==> src/rtl/fifo_uart_tx.sv <==
// UART transmitter draining a show-ahead FIFO: one pop per frame, LSB-first, registered o_tx.
// Latency: pop edge drives the start bit; frames are spaced by one IDLE cycle. Optional parity: UART_PARITY_EN.
module fifo_uart_tx #(
    parameter int DATA_WIDTH   = 8,
    parameter int CLKS_PER_BIT = 16,
    parameter int STOP_BITS    = 1
) (
    input  logic                  i_clk,
    input  logic                  i_rst_n,
    input  logic                  i_en,
    input  logic [DATA_WIDTH-1:0] i_fifo_rdata,
    input  logic                  i_fifo_empty,
    output logic                  o_fifo_rd_en,
    output logic                  o_tx,
    output logic                  o_busy
);

    localparam int BAUD_W = (CLKS_PER_BIT > 1) ? $clog2(CLKS_PER_BIT) : 1;
    localparam int IDX_W  = (DATA_WIDTH > 1) ? $clog2(DATA_WIDTH) : 1;
    localparam logic [BAUD_W-1:0] BAUD_LAST = BAUD_W'(CLKS_PER_BIT - 1);
    localparam logic [IDX_W-1:0]  IDX_LAST  = IDX_W'(DATA_WIDTH - 1);
    localparam logic              STOP_LAST = (STOP_BITS == 2);

`ifdef UART_PARITY_EN
    typedef enum logic [2:0] {IDLE, START, DATA, PARITY, STOP} state_t;
`else
    typedef enum logic [2:0] {IDLE, START, DATA, STOP} state_t;
`endif

    state_t                  state;
    logic [BAUD_W-1:0]       baud_cnt;
    logic [IDX_W-1:0]        bit_idx;
    logic                    stop_idx;
    logic [DATA_WIDTH-1:0]   shift;
`ifdef UART_PARITY_EN
    logic                    parity;
`endif
    logic                    pop;
    logic                    bit_end;

    // Gating with reset keeps the pop strobe low while the FSM is held in IDLE by reset.
    assign pop          = (state == IDLE) & i_en & ~i_fifo_empty & i_rst_n;
    assign o_fifo_rd_en = pop;
    assign bit_end      = (baud_cnt == BAUD_LAST);

    always_ff @(posedge i_clk or negedge i_rst_n) begin
        if (!i_rst_n) begin
            state    <= IDLE;
            o_tx     <= 1'b1;
            o_busy   <= 1'b0;
            baud_cnt <= '0;
            bit_idx  <= '0;
            stop_idx <= 1'b0;
            shift    <= '0;
`ifdef UART_PARITY_EN
            parity   <= 1'b0;
`endif
        end else begin
            case (state)
                IDLE: begin
                    if (pop) begin
                        shift    <= i_fifo_rdata;
                        o_tx     <= 1'b0;
                        o_busy   <= 1'b1;
                        baud_cnt <= '0;
                        bit_idx  <= '0;
                        stop_idx <= 1'b0;
                        state    <= START;
                    end
                end
                START: begin
                    if (bit_end) begin
                        baud_cnt <= '0;
                        o_tx     <= shift[0];
`ifdef UART_PARITY_EN
                        parity   <= ^shift;
`endif
                        state    <= DATA;
                    end else begin
                        baud_cnt <= baud_cnt + 1'b1;
                    end
                end
                DATA: begin
                    if (bit_end) begin
                        baud_cnt <= '0;
                        if (bit_idx == IDX_LAST) begin
`ifdef UART_PARITY_EN
                            o_tx  <= parity;
                            state <= PARITY;
`else
                            o_tx  <= 1'b1;
                            state <= STOP;
`endif
                        end else begin
                            bit_idx <= bit_idx + 1'b1;
                            shift   <= shift >> 1;
                            o_tx    <= shift[1];
                        end
                    end else begin
                        baud_cnt <= baud_cnt + 1'b1;
                    end
                end
`ifdef UART_PARITY_EN
                PARITY: begin
                    if (bit_end) begin
                        baud_cnt <= '0;
                        o_tx     <= 1'b1;
                        state    <= STOP;
                    end else begin
                        baud_cnt <= baud_cnt + 1'b1;
                    end
                end
`endif
                STOP: begin
                    if (bit_end) begin
                        baud_cnt <= '0;
                        if (stop_idx == STOP_LAST) begin
                            o_busy <= 1'b0;
                            state  <= IDLE;
                        end else begin
                            stop_idx <= 1'b1;
                        end
                    end else begin
                        baud_cnt <= baud_cnt + 1'b1;
                    end
                end
                default: begin
                    o_tx   <= 1'b1;
                    o_busy <= 1'b0;
                    state  <= IDLE;
                end
            endcase
        end
    end

endmodule
==> config.mk <==
export PLATFORM = sky130hd
export DESIGN_NAME = fifo_uart_tx
export DESIGN_NICKNAME = d
export VERILOG_FILES = /design/src/rtl/fifo_uart_tx.sv
export SDC_FILE = /design/constraint.sdc
export NUM_CORES = 1
export LEC_CHECK = 0
export CORE_MARGIN = 10
export CORE_UTILIZATION = 45
export CTS_BUF_LIST = sky130_fd_sc_hd__clkbuf_8
export DETAILED_ROUTE_END_ITERATION = 16
export PLACE_DENSITY = 0.68
export SETUP_SLACK_MARGIN = 0.4
export SLEW_MARGIN = 20
export SYNTH_ARGS = -nofsm -noshare
export SYNTH_HDL_FRONTEND = slang
export SYNTH_SLANG_ARGS = --single-unit
export TNS_END_PERCENT = 20
==> constraint.sdc <==
create_clock -name i_clk -period 3.13 [get_ports i_clk]
set_clock_uncertainty 0.15 [all_clocks]
set_input_delay 0.626 -clock i_clk [delete_from_list [all_inputs] [get_ports i_clk]]
set_output_delay 0.626 -clock i_clk [all_outputs]
set_load 0.02 [all_outputs]
==> metrics.csv, run 1 <==
stage,metric,value,unit
synth,yosys-top-cells-count,"dfrtp_1 (18), inv_1 (9), a21oi_1 (8), ha_1 (8), nor2_1 (8)",
timing,holdWs,365,ps
floorplanning,design.core.area,2210,µm²
placement,dp_hpwl,1.70,mm
synth,yosys-top-cells-area,"dfrtp_1 (43%), ha_1 (9.5%), a21oi_1 (3.8%)",
cts,cts_sinks,19,
worst_setup_path,critical_path_arrival,1800,ps
detailed_routing,vias_per_cell,5.45,
finish,area_growth,22.2,%
global_routing,grt_pass1_vias,864,
timing,period_share,82.4,%
synth,synth_top_area_share,42.8,%
worst_setup_path,worst_r2r_path_depth,5,
worst_setup_path,path_class,in -> out,
synth,ys_seq_area_share,45.2,%
synth,synth_simple_gate_area_share,17.9,%
floorplanning,die_w,68.4,µm
synth,synth-main-ff-cell,dfrtp_1,
cts,cts_max_level,1,
synth,synth_top_family_by_area,compound AO/OA/AOI/OAI gates,
worst_hold_path,holdPathStages,1,
global_routing,gr-total-overflow,0,
worst_setup_path,endpoint_kind,primary output,
cts,cts_tree,done,
global_routing,grt_pass1_wl,4.13,mm
detailed_routing,drtIter0Drc,43,
detailed_routing,wl_per_cell,15.7,µm
worst_setup_path,r2r-end,shift[4],
pwr,ir_worst_vdd,0.501,mV
synth,synthMuxAreaShare,3.21,%
detailed_routing,routed_wl,2.29,mm
timing,fin_crit,2580,ps
worst_setup_path,r2r_slack,1190,ps
synth,yosysTopAreaCell,dfrtp_1,
finish,num-nets-final,139,
timing,fin_tns_setup,0,ps
timing,hold_viol,0,
cts,cts_setup_buffers,0,
worst_setup_path,r2r-start,state[0],
synth,ys_types,33,
synth,synthArstFlopShare,100,%
worst_hold_path,holdPathEnd,bit_idx[1],
timing,worst_pin_slew,451,ps
floorplanning,io-pin-count,15,
global_routing,globalRouteTotalUtil,11.1,%
synth,yosys_warnings,0,
timing,setup_viol,0,
synth,synthesis.area,1050,µm²
run_status,status,finished clean,
worst_hold_path,hp-start,bit_idx[1],
synth,syn_area_per_cell,10.8,µm²
cts,cts_buffers,3,
cts,ctsHoldBuffers,0,
pwr,total_power,1.12,mW
placement,gp_congestion,0.844,
timing,fmax,0.388,GHz
synth,synth_xor_area_share,0,%
synth,synth_compound_area_share,19.8,%
floorplanning,rows,17,
synth,ys_ff_latch,19,
detailed_routing,drcViolationCount,0,
synth,synth_edf_count,0,
detailed_routing,firstDrtPassIters,4,
synth,syn_inst,98,
worst_setup_path,cp-start-kind,input port,
floorplanning,die-height,68.4,µm
worst_hold_path,hold_path_class,reg -> reg,
global_routing,antenna_found_initial,0,
cts,clk_latency,250,ps
cts,clock_path_buffers,2,
detailed_routing,drtAntennaViolNets,0,
worst_setup_path,critPathRequiredTime,2350,ps
worst_setup_path,cp_max_fo,2,
synth,synth_fp_nets,118,
detailed_routing,vias,796,
floorplanning,initial_core_util,47.6,%
floorplanning,dieArea,4680,µm²
pwr,leakagePower,0.614,nW
timing,slew_headroom,69.9,%
flow_run,maxCapViolCount,0,
timing,rsz0062_at_grt,no,
finish,diodes,0,
cts,ctsRootBufferMaster,clkbuf_8,
global_routing,grt_max_degree,20,
synth,synthAdderAreaFrac,9.50,%
cts,clk_pin_slew,70,ps
finish,drive_gt1_share,17.8,%
pwr,power.density,873,nW/µm²
placement,port_buffers,14,
timing,slew_viol_final,0,
synth,synth_most_common_cell,dfrtp_1,
## cell families (layout without fill, tap and decap cells)
group,after synthesis,count (layout)
AO/OA/AOI/OAI,29,29
buffers and inverters,11,31
multiplexers,3,3
flip-flops,19,19
AND/OR/NAND/NOR,28,28
adder cells (fa/ha/maj),8,8
## worst max-delay path, stage by stage
cell and delay [ps]:
clkdlybuf4s50_1 480, and3b_1 180, and2_0 160, dlygate4sd2_1 350
## cell type report
cell class / count / area (µm²)
clock buffers: 3 / 41.3
fillers: 209 / 925
well taps: 28 / 35.0
clock inverters: 1 / 3.75
repair buffers: 17 / 161
inverters: 10 / 37.5
flip-flops and latches: 19 / 477
multi-input cells: 68 / 532
## worst max path at each step
stage,start,to
after floorplan,i_fifo_empty,o_fifo_rd_en
after global placement,i_rst_n,o_fifo_rd_en
after detailed placement,i_rst_n,o_fifo_rd_en
after CTS,i_rst_n,o_fifo_rd_en
after global routing,i_rst_n,o_fifo_rd_en
final,i_rst_n,o_fifo_rd_en
## routing by layer
metal / wire length [µm] / global-route usage, % / up-vias
met1: 1100 / 14.5 / 385
li1: - / - / 400
met2: 1090 / 17.5 / 9
met5: 0 / 0 / -
met3: 73 / 2.61 / 2
met4: 15 / 3.52 / 0
## flip-flops by register name, indices dropped and copies added (netlist names)
register	cells
bit_idx	3
state	2
baud_cnt	4
o_busy	1
shift	8
o_tx	1
## placed cells by master (no fill, tap or decap), types with 2 or more instances in the layout
master           netlist  final
buf_4                  0      3
clkbuf_8               0      3
ha_1                   8      8
o2bb2ai_1              2      2
dfrtp_1               18     18
o21ai_0                4      4
o32ai_1                3      3
a21oi_1                8      8
nor2_1                 8      8
inv_1                  9     10
a22o_2                 2      2
mux2_2                 3      3
nand3b_1               2      2
nand2_1                6      6
a221oi_1               4      4
clkdlybuf4s50_1        0     13
nor2_8                 2      2
## timing repair
action	in CTS	in global routing
resized for setup	1	0
setup endpoints to repair	1	0
endpoints found under the hold margin	0	0
## through the flow
| step | setup WS [ps] | util, % | cells | area, µm² |
|---|---|---|---|---|
| 6_report | 550 | 58.2 | 146 | 1290 |
| 4_1_cts | 534 | 58.2 | 146 | 1290 |
| 3_5_place_dp | 273 | 56.2 | 142 | 1240 |
| 2_1_floorplan | 996 | - | 98 | 1050 |
| 3_3_place_gp | 309 | 56.2 | 142 | 1240 |
| 5_1_grt | 464 | 58.2 | 146 | 1290 |
## power by group
group | total, mW | internal [mW] | switching [mW]
Sequential | 0.431 | 0.352 | 0.0794
Clock | 0.170 | 0.0872 | 0.0831
Combinational | 0.523 | 0.229 | 0.293
No activity file was read; power rests on OpenSTA's default activity.
==> inputs of run 2 (changes only) <==
--- a/config.mk
+++ b/config.mk
@@ -9,7 +9,7 @@
 export CORE_UTILIZATION = 45
 export CTS_BUF_LIST = sky130_fd_sc_hd__clkbuf_8
 export DETAILED_ROUTE_END_ITERATION = 16
-export PLACE_DENSITY = 0.68
+export PLACE_DENSITY = 0.71
 export SETUP_SLACK_MARGIN = 0.4
 export SLEW_MARGIN = 20
 export SYNTH_ARGS = -nofsm -noshare
==> constraint.sdc (replaced) <==
create_clock -name i_clk -period 2.3 [get_ports i_clk]
set_clock_uncertainty 0.15 [all_clocks]
set_input_delay 0.46 -clock i_clk [delete_from_list [all_inputs] [get_ports i_clk]]
set_output_delay 0.46 -clock i_clk [all_outputs]
set_load 0.02 [all_outputs]
==> run 2 against run 1 <==
Net effect:
- non-clock buffer count up 3
- worst hold slack worse by 200 ps
- largest cell class unchanged
- clock power up 36%
- total power up 47%
==> metrics.csv, run 2 (same netlist as run 1, synthesis figures left out) <==
stage,metric,value,unit,change
floorplanning,design.core.area,2210,µm²,unchanged
floorplanning,die-height,68.4,µm,unchanged
finish,top_regs,"shift: 8 flops, baud_cnt: 4 flops, bit_idx: 3 flops",,
timing,fin_crit,1900,ps,
finish,final_common_cell,dfrtp_1,,
finish,final_core_utilization,62.2,%,+4.0 points
timing,worst_pin_slew,319,ps,-132 ps
detailed_routing,drtAntennaViolNets,0,,unchanged
cts,clock_path_buffers,2,,unchanged
cts,cts_sinks,19,,unchanged
global_routing,grt_pass1_vias,855,,-1.0%
timing,fmax,0.526,GHz,
floorplanning,die_w,68.4,µm,unchanged
flow_run,maxCapViolCount,0,,unchanged
finish,multi_input_area,588,µm²,+11%
floorplanning,rows,17,,unchanged
placement,dp_hpwl,1.70,mm,about the same
global_routing,globalRouteTotalUtil,11.0,%,-0.12 points
cts,clk_pin_slew,80,ps,about the same
finish,fill_cells,183,,-12%
finish,largest_reg_flops,8,,unchanged
pwr,total_power,1.65,mW,+47%
placement,placed_cells,144,,+1.4%
pwr,leakagePower,0.656,nW,+6.9%
finish,most-common-layout-cells,"dfrtp_1 (17), inv_1 (9), clkdlybuf4s50_1 (9)",,
pwr,power.density,1200,nW/µm²,+38%
pwr,p_clk_share,14.0,%,-1.1 points
cts,cts_max_level,1,,unchanged
cts,cts_buffers,3,,unchanged
detailed_routing,vias_per_cell,5.66,,+3.9%
worst_setup_path,critical_path_arrival,1890,ps,+90 ps
pwr,power_frac_comb,50.3,%,+3.8 points
pwr,switchingPower,0.675,mW,+48%
pwr,seq_power_share,35.8,%,-2.6 points
finish,area_growth,30.5,%,
detailed_routing,wl_per_cell,15.8,µm,+0.77%
worst_setup_path,cp-start-kind,register,,
finish,num-nets-final,142,,+2.2%
global_routing,grt_max_degree,20,,unchanged
detailed_routing,drtIter0Drc,30,,-30%
floorplanning,io-pin-count,15,,unchanged
timing,rsz0062_at_grt,yes,,
pwr,p_int,0.979,mW,+46%
global_routing,gr-total-overflow,0,,unchanged
cts,ctsRootBufferMaster,clkbuf_8,,
timing,hold_viol,0,,unchanged
finish,drive_gt1_share,27.3,%,+9.5 points
pwr,ir_worst_vdd,0.685,mV,+37%
detailed_routing,firstDrtPassIters,4,,unchanged
worst_hold_path,hold_path_class,in -> async,,
placement,gp_congestion,0.880,,+4.3%
detailed_routing,drcViolationCount,0,,unchanged
finish,seqCellArea,478,µm²,+0.26%
finish,diodes,0,,unchanged
global_routing,grt_pass1_wl,3.97,mm,-4.0%
floorplanning,initial_core_util,47.6,%,unchanged
timing,slew_headroom,78.7,%,+8.8 points
worst_setup_path,endpoint_kind,register,,
finish,final_cells,149,,+2.1%
run_status,status,finished clean,,
timing,holdWs,162,ps,-203 ps
timing,setup_viol,0,,unchanged
cts,clk_latency,250,ps,about the same
pwr,swShare,40.8,%,+0.28 points
cts,cts_tree,done,,
timing,period_share,82.6,%,
detailed_routing,vias,844,,+6.0%
timing,slew_viol_final,0,,unchanged
worst_setup_path,path_class,reg -> reg,,
worst_setup_path,cp_max_fo,4,,+2
floorplanning,dieArea,4680,µm²,unchanged
placement,port_buffers,14,,unchanged
global_routing,antenna_found_initial,0,,unchanged
finish,largest-register,shift,,
worst_setup_path,critPathRequiredTime,2290,ps,-60 ps
detailed_routing,routed_wl,2.35,mm,+2.8%
run 2: power by group through the flow:
| stage | Combinational (mW) | Clock, mW | Sequential, mW |
|---|---|---|---|
| after detailed placement | 0.733 | 0 | 0.591 |
| after global routing | 0.921 | 0.255 | 0.612 |
| after global placement | 0.717 | 0 | 0.582 |
| final | 0.832 | 0.231 | 0.591 |
| after CTS | 0.763 | 0.236 | 0.582 |
| after floorplan | 0.510 | 0 | 0.586 |
run 2: timing repair:
| item | in CTS | in global routing |
|---|---|---|
| hold buffers | 0 | 0 |
| resized for setup | 13 | 11 |
| setup endpoints to repair | 13 | 14 |
| setup buffers | 1 | 0 |
| pin swaps | 1 | 1 |
run 2: routing by layer:
layer,routed length (µm),GRT usage (%)
met1,1030,13.0
met4,34,4.52
met3,104,3.10
met5,0,0
met2,1190,18.1
run 2: cell type report:
type / instances / area share [%]
clock buffer: 3 / 3.00
clock inverter: 1 / 0.273
inverter: 10 / 2.91
multi-input combinational: 68 / 42.8
sequential: 19 / 34.8
tap: 28 / 2.55
timing repair buffer: 20 / 13.7
run 2: worst max-delay path, stage by stage (launching register included):
cell	delay, ps
dfrtp_1	390
ha_1	200
ha_1	250
and4_2	270
o22ai_2	180
nor2_1	90
mux2_2	270
run 2: final timing paths:
path | slack, ps | depth (start not counted) | start | endpoint
worst max-delay path | 400 | 6 | bit_idx[0] | state[1]
worst min-delay path | 160 | 2 | i_rst_n | baud_cnt[2]
worst max register to register | 400 | 6 | bit_idx[0] | state[1]
worst min register to register | 370 | 1 | bit_idx[2] | bit_idx[2]
max in group asynchronous | 1570 | 2 | i_rst_n | o_tx
min in group i_clk | 370 | 1 | bit_idx[2] | bit_idx[2]
run 2: metrics by stage:
| stage | TNS (ps) | worst slack, ps | area (µm²) |
|---|---|---|---|
| floorplan | 0 | 498 | 1050 |
| global placement | -200 | -200 | 1260 |
| detailed placement | -221 | -221 | 1260 |
| CTS | 0 | 315 | 1330 |
| global route | 0 | 327 | 1380 |
| finish | 0 | 400 | 1380 |
==> inputs of run 3 (changes only) <==
--- a/config.mk
+++ b/config.mk
@@ -9,7 +9,7 @@
 export CORE_UTILIZATION = 45
 export CTS_BUF_LIST = sky130_fd_sc_hd__clkbuf_8
 export DETAILED_ROUTE_END_ITERATION = 16
-export PLACE_DENSITY = 0.71
+export PLACE_DENSITY = 0.68
 export SETUP_SLACK_MARGIN = 0.4
 export SLEW_MARGIN = 20
 export SYNTH_ARGS = -nofsm -noshare
==> constraint.sdc (replaced) <==
create_clock -name i_clk -period 2 [get_ports i_clk]
set_clock_uncertainty 0.15 [all_clocks]
set_input_delay 0.4 -clock i_clk [delete_from_list [all_inputs] [get_ports i_clk]]
set_output_delay 0.4 -clock i_clk [all_outputs]
set_load 0.02 [all_outputs]
==> run 3 against run 2 <==
Net effect:
- cell count rose by 7.4%
- via count rose by 3.1%
- design area rose by 14%
- sequential cell count did not move
- wire length rose by 12%
- worst hold slack got worse by 43 ps
- clock power rose by 19%
- worst setup slack got worse by 190 ps
- register-to-register slack got worse by 190 ps
- sequential share of layout area fell by 4.3 points
- utilization rose by 8.5 points
- maximum frequency rose by 6.1%
- critical endpoint unchanged
- largest power group unchanged
==> metrics.csv, run 3 (same netlist as run 1, synthesis figures left out) <==
stage,metric,value,unit,change
pwr,power.density,1440,nW/µm²,+20%
worst_setup_path,cp_cell_sequence,"ha_2, ha_4, and4_4, o22ai_2, nor2_2, mux2_4",,
cts,clock_path_buffers,2,,unchanged
finish,final_cells,160,,+7.4%
run_status,status,finished clean,,
global_routing,grt_max_degree,20,,unchanged
worst_setup_path,r2r_slack,210,ps,-190 ps
timing,fin_tns_setup,0,ps,unchanged
timing,rsz0062_at_grt,yes,,
cts,clk_pin_slew,80,ps,about the same
worst_setup_path,r2r-start,bit_idx[1],,
timing,period_share,89.5,%,+6.9 points
worst_setup_path,cp_max_fo,4,,unchanged
cts,cts_tree,done,,
finish,largest-register,shift,,
floorplanning,rows,17,,unchanged
cts,clk_latency,260,ps,about the same
floorplanning,die_w,68.4,µm,unchanged
finish,most-common-layout-cells,"dfrtp_1 (18), buf_4 (12), a21oi_1 (8), clkdlybuf4s50_1 (8)",,
cts,ctsRootBufferMaster,clkbuf_8,,
finish,final_core_utilization,70.6,%,+8.5 points
detailed_routing,firstDrtPassIters,2,,-2
timing,fin_crit,1790,ps,-110 ps
timing,holdWs,119,ps,-42.9 ps
global_routing,antenna_found_initial,0,,unchanged
cts,cts_buffers,3,,unchanged
placement,dp_hpwl,1.86,mm,+10%
worst_setup_path,worst_r2r_path_depth,6,,unchanged
cts,ctsHoldBuffers,0,,unchanged
detailed_routing,drtAntennaViolNets,0,,unchanged
finish,diodes,0,,unchanged
finish,final_common_cell,dfrtp_1,,
worst_setup_path,startpoint,bit_idx[1],,
detailed_routing,routed_wl,2.63,mm,+12%
finish,area_growth,48.3,%,
worst_hold_path,hold_path_class,in -> async,,
global_routing,gr-total-overflow,0,,unchanged
floorplanning,die-height,68.4,µm,unchanged
worst_setup_path,critPathRequiredTime,1990,ps,-300 ps
worst_setup_path,crit_path_max_incr_delay,370,ps,-20 ps
finish,largest_reg_flops,8,,unchanged
timing,fmax,0.559,GHz,+6.1%
detailed_routing,drcViolationCount,0,,unchanged
global_routing,globalRouteTotalUtil,11.8,%,+0.86 points
finish,fill_cells,172,,-6.0%
timing,hold_viol,0,,unchanged
timing,worst_pin_slew,249,ps,-70.1 ps
worst_setup_path,cp-start-kind,register,,
pwr,total_power,2.25,mW,+36%
worst_setup_path,crit_slowest_cell,dfrtp_1,,
floorplanning,dieArea,4680,µm²,unchanged
finish,num-nets-final,153,,+7.7%
pwr,ir_worst_vdd,1.01,mV,+47%
placement,port_buffers,14,,unchanged
worst_setup_path,r2r-end,state[1],,
finish,drive_gt1_share,40.9,%,+14 points
detailed_routing,drtIter0Drc,17,,-43%
timing,slew_headroom,83.4,%,+4.7 points
worst_setup_path,critical_path_arrival,1780,ps,-110 ps
detailed_routing,wl_per_cell,16.5,µm,+4.3%
cts,cts_sinks,19,,unchanged
pwr,leakagePower,0.713,nW,+8.7%
detailed_routing,vias_per_cell,5.44,,-4.0%
floorplanning,io-pin-count,15,,unchanged
cts,cts_max_level,1,,unchanged
timing,setup_viol,0,,unchanged
placement,gp_congestion,0.771,,-12%
timing,slew_viol_final,0,,unchanged
floorplanning,design.core.area,2210,µm²,unchanged
worst_setup_path,path_class,reg -> reg,,
placement,placed_cells,150,,+4.2%
worst_setup_path,endpoint_kind,register,,
floorplanning,initial_core_util,47.6,%,unchanged
flow_run,maxCapViolCount,0,,unchanged
global_routing,grt_pass1_vias,923,,+8.0%
detailed_routing,vias,870,,+3.1%
finish,top_regs,"shift: 8 flops, baud_cnt: 4 flops, bit_idx: 3 flops",,
global_routing,grt_pass1_wl,4.26,mm,+7.3%
[run 3: where the power goes]
part | total (mW) | leakage [nW] | switching (mW) | internal (mW)
Combinational | 1.31 | 0.467 | 0.653 | 0.655
Clock | 0.274 | 0.0269 | 0.137 | 0.137
Sequential | 0.665 | 0.220 | 0.114 | 0.551
[run 3: per-stage QoR]
stage               setup slack [ps]  cell area [µm²]
floorplan                        306             1090
global placement                -379             1340
detailed placement              -408             1340
CTS                              218             1450
global route                     151             1560
finish                           210             1560
[run 3: area by class of cell]
class	count	area (µm²)	share of cell area, %
Multi-Input combinational cell	68	682	43.6
Sequential cell	19	477	30.5
Timing Repair Buffer	31	284	18.2
Clock buffer	3	41.3	2.64
Inverter	10	40.0	2.56
Tap cell	28	35.0	2.24
Clock inverter	1	3.75	0.240
[run 3: worst max-delay path by stage]
stage / endpoint / slack, ps / depth (start not counted)
after CTS: shift[6] / 220 / 5
final: state[1] / 210 / 6
after floorplan: shift[0] / 310 / 6
after global placement: o_fifo_rd_en / -380 / 4
after global routing: shift[5] / 150 / 7
after detailed placement: o_fifo_rd_en / -410 / 4
[run 3: what timing repair did]
item	in CTS	in global routing
buffers inserted	2	3
gates resized for setup	25	14
setup endpoints to repair	18	18
pin swaps	2	5
cloned	0	1
[run 3: critical path: cells and delay by family (launching register included)]
kind,cells,cell delay [ps]
multiplexers,1,310
flip-flops,1,370
AND/OR/NAND/NOR,2,370
AO/OA/AOI/OAI,1,90
adder cells (fa/ha/maj),2,390
[run 3: routing by layer]
layer,GRT usage (%),up-vias,share of wire [%]
met3,2.77,8,3.5
met2,20.3,15,51
li1,-,427,-
met1,13.1,420,43
met4,6.53,0,2.4
met5,0,-,0
